===== src/rtl/adder_sum_accum.sv =====
// adder_sum_accum: frames successive prefix-adder sums into a wider running
// total and hands each frame result downstream on a registered valid/ready
// output. A frame closes after BEATS accepted sums or earlier on in_last.
module adder_sum_accum #(
  parameter int SUM_W = 7,
  parameter int ACC_W = 10,
  parameter int BEATS = 16,
  parameter int CNT_W = 5
) (
  input  logic             clk,
  input  logic             rst,
  input  logic             in_valid,
  output logic             in_ready,
  input  logic [SUM_W-1:0] in_sum,
  input  logic             in_last,
  output logic             out_valid,
  input  logic             out_ready,
  output logic [ACC_W-1:0] out_acc,
  output logic [CNT_W-1:0] out_count,
  output logic             out_ovf
);

  typedef enum logic {
    EMPTY = 1'b0,
    FULL  = 1'b1
  } outState_t;

  outState_t        r_state;
  logic [ACC_W-1:0] r_acc;
  logic [CNT_W-1:0] r_cnt;
  logic             r_ovf;
  logic [ACC_W-1:0] r_outAcc;
  logic [CNT_W-1:0] r_outCount;
  logic             r_outOvf;

  logic             w_accept;
  logic             w_transfer;
  logic             w_closing;
  logic [ACC_W:0]   w_sum;
  logic [CNT_W-1:0] w_cntNext;
  logic             w_ovfNext;

  // Input readiness depends only on output occupancy and downstream ready, so
  // a held result frees its slot on the same edge a new beat is taken.
  always_comb begin
    in_ready   = (r_state == EMPTY) || out_ready;
    w_accept   = in_valid && in_ready;
    w_transfer = (r_state == FULL) && out_ready;
    w_sum      = {1'b0, r_acc} + {{(ACC_W+1-SUM_W){1'b0}}, in_sum};
    w_ovfNext  = r_ovf | w_sum[ACC_W];
    w_cntNext  = r_cnt + 1'b1;
    w_closing  = w_accept && (in_last || (r_cnt == CNT_W'(BEATS-1)));
  end

  // Accumulate accepted beats, publish the result on a closing beat and track
  // output occupancy; reset drops any partial frame and any held result.
  always_ff @(posedge clk) begin
    if (rst) begin
      r_state    <= EMPTY;
      r_acc      <= '0;
      r_cnt      <= '0;
      r_ovf      <= 1'b0;
      r_outAcc   <= '0;
      r_outCount <= '0;
      r_outOvf   <= 1'b0;
    end else begin
      if (w_closing) begin
        r_outAcc   <= w_sum[ACC_W-1:0];
        r_outOvf   <= w_ovfNext;
        r_outCount <= w_cntNext;
        r_acc      <= '0;
        r_cnt      <= '0;
        r_ovf      <= 1'b0;
      end else if (w_accept) begin
        r_acc <= w_sum[ACC_W-1:0];
        r_cnt <= w_cntNext;
        r_ovf <= w_ovfNext;
      end

      case (r_state)
        EMPTY: if (w_closing) r_state <= FULL;
        FULL:  if (w_transfer && !w_closing) r_state <= EMPTY;
        default: r_state <= EMPTY;
      endcase
    end
  end

  // Every output field comes straight from a flop.
  always_comb begin
    out_valid = (r_state == FULL);
    out_acc   = r_outAcc;
    out_count = r_outCount;
    out_ovf   = r_outOvf;
  end

endmodule


===== config.mk =====
export PLATFORM = sky130hd
export DESIGN_NAME = adder_sum_accum
export DESIGN_NICKNAME = d
export VERILOG_FILES = /design/src/rtl/adder_sum_accum.sv
export SDC_FILE = /design/constraint.sdc
export NUM_CORES = 1
export LEC_CHECK = 0
export CORE_MARGIN = 10
export CORE_UTILIZATION = 35
export DETAILED_ROUTE_END_ITERATION = 7
export SETUP_SLACK_MARGIN = 0.02
export SYNTH_ARGS = -nofsm -noshare
export SYNTH_HDL_FRONTEND = slang
export SYNTH_SLANG_ARGS = --single-unit
export TNS_END_PERCENT = 100

===== constraint.sdc =====
create_clock -name clk -period 2 [get_ports clk]
set_input_delay 0.4 -clock clk [delete_from_list [all_inputs] [get_ports clk]]
set_output_delay 0.4 -clock clk [all_outputs]
set_load 0.05 [all_outputs]

==> flow_summary.toml <==
[status]
status = "finished clean"

[setup_path]
rr_startpoint = "r_cnt[1]"
worstPathCellList = "clkdlybuf4s50_1 > ha_4 > a211oi_4 > o31ai_4 > buf_4 > xnor2_1 > nor3_1 > a31o_2"
start_kind = "primary input"
cp_max_fo = 4
arrival_ns = 2.11
rrSetupSlack_ns = 0.11
slowest_stage = "clkdlybuf4s50_1"
max_stage_delay_ns = 0.46
endpoint_kind = "flop"
crit_family = "buffers and inverters"
r2r_cells = 7
critical_path_buf_inv_count = 2
r2r_end = "out_acc[1]"
cp.required_ns = 2.18
worstSetupPathType = "primary input to flop"

[floorplan]
start_util_pct = 35.9
die_w_um = 86.6
core_mm2 = 0.00432
die_h_um = 86.6
fp-row-count = 24
boundaryPins = 30
fp.dieArea_mm2 = 0.00750

[sta]
slew_violations = 0
hold_viol_final = 0
fin_skew_ns = 0.00371
setup_tns_ns = 0
setup_viol = 0
tightest_slew_ns = 0.506
fmax_mhz = 519
whs_ns = 0.455
slew_headroom_pct = 66.2
finalCritPeriodShare_pct = 96.4
fin_crit_ns = 1.93
rsz0062_at_grt = "no"

[power_and_ir_drop]
leakagePower_nw = 0.884
design_power_total_mw = 1.66
power_per_cell_area_mw_per_mm2 = 736
vdd_drop_max_v = 0.000269

[logic_synthesis]
synth_compound_area_share_pct = 20.6
yosys.area_share.simple_pct = 17.1
ys_seq_area_share_pct = 42.6
netlist_instances = 176
synth_xor_area_share_pct = 7.90
ys_types = 32
synthesis.area_mm2 = 0.00155
synth_top_family_by_area = "compound AO/OA/AOI/OAI gates"
synthTopCellsByArea = "dfxtp_1 (43%), ha_1 (7.3%), a211oi_1 (5.3%)"
ys_warn_count = 0
synth-adder-area-share_pct = 8.55
synth_top_area_share_pct = 42.6
syn-num-nets = 198
synth_mux_area_share_pct = 0
synth_commonest_cells = "dfxtp_1 (33), nand2_1 (22), nor2_1 (18)"
synth_edf_count = 0
synth_most_common_cell = "dfxtp_1"
syn_avg_cell_area_um2 = 8.82
synth-async-reset-ratio_pct = 0
synth-main-ff-cell = "dfxtp_1"
ys_ff_latch = 33
synth_top_area_cell = "dfxtp_1"

[routing]
top_layer_used = "met4"
wirelength_mm = 3.75
wl_per_cell_um = 13.5
wl_met1_mm = 1.78
drc_errors = 0
vias_per_cell = 4.93
met2_length_mm = 1.64
drt_iter0_markers = 57
drt-pass1-iter-count = 4
ant_nets = 0
wl_met3_um = 204
vias = 1365

[clock_tree]
h-tree-depth = 2
clock-sinks = 33
clk_latency_ns = 0.28
cts_tree = "done"
root_buffer = "clkbuf_8"
clk_pin_slew_ns = 0.07
clockBufferDepth = 2
cts_buffers = 5

[finish]
areaGrowthSynthToFinish_pct = 45.0
n_antenna_cell = 0
nFillCells = 415
drive_gt1_share_pct = 23.6
layout.cells.non_filler = 277
fin_util_pct = 52.0
final_nets = 248

[place]
dp.cells = 269
dp_hpwl_mm = 2.83
port_buffers = 29
gp_congestion = 0.777

[run]
maxCapViolations = 0

[min_path]
hold_depth = 2
hold_path_class = "flop to flop"
hold_end = "out_acc[2]"
worstHoldStart = "out_acc[2]"

[grt]
grt_max_degree = 22
grt_util_all_layers_pct = 10.3
grt_antenna_before_repair = 0
grt_pass1_wl_mm = 6.25
grt_pass1_vias = 1355
grt.overflow.total = 0
==> cells in the final DEF, fill, tap and decap left out, drive strengths merged, types with 4 or more instances in the layout <==
master,n
ha,9
buf,23
nand3,7
inv,5
a211oi,12
nor2,18
dfxtp,33
xor2,6
o21ai,8
clkdlybuf4s50,24
o31ai,4
nand2,23
xnor2,8
clkbuf,5
a21oi,14
==> tightest hold or removal path: stages (launching register included) <==
cell and delay (ns):
dfxtp_1 0.31, nand2_1 0.05, a21oi_1 0.05
==> cell families after synthesis <==
family	after synthesis
compound gates	46
flops	33
xor+xnor	14
simple gates	60
fa+ha+maj	10
buf+inv	13
==> cell type report <==
class / count / area, µm² / share of cell area, %
flip-flops and latches: 33 / 661 / 29.4
multi-input cells: 130 / 947 / 42.1
clock inverters: 1 / 5.00 / 0.222
inverters: 5 / 18.8 / 0.834
well taps: 52 / 65.1 / 2.89
repair buffers: 51 / 484 / 21.5
clock buffers: 5 / 68.8 / 3.06
==> routing by layer <==
metal	GRT usage, %	vias to the layer above
li1	-	708
met1	12.7	621
met2	15.1	25
met3	2.91	11
met4	7.07	0
met5	0	-
==> stage by stage <==
stage,area (µm²),setup WS (ns)
final,2250,0.0727
after floorplan,1550,0.140
after global placement,2050,-0.348
after detailed placement,2050,-0.431
after CTS,2180,0.0244
after global routing,2250,0.0000131
==> worst max path at each step <==
stage               from         end  slack, ns  cells past startpoint
6_report       in_sum[2]  out_acc[5]       0.07                      8
5_1_grt        in_sum[2]    r_acc[6]    0.00001                      7
4_1_cts        in_sum[2]    r_acc[9]       0.02                      7
3_5_place_dp   in_sum[0]    r_acc[8]      -0.43                      9
3_3_place_gp   in_sum[0]    r_acc[8]      -0.35                      9
2_1_floorplan  out_valid    r_acc[0]       0.14                      6
==> repair_timing <==
action	4_1_cts	5_1_grt
resized for setup	13	15
buffers inserted	1	1
setup endpoints to repair	8	18
pin swaps	9	4
hold buffers	0	0
==> power by group <==
group | internal [mW] | switching (mW)
clock | 0.229 | 0.239
sequential | 0.698 | 0.0241
combinational | 0.210 | 0.256
==> sequential cells by signal, summed over array words and instances, names as in the netlist <==
register   cells
out_acc       10
out_valid      1
r_cnt          5
r_ovf          1
out_ovf        1
out_count      5
r_acc         10
(Power assumes the default switching activity.)
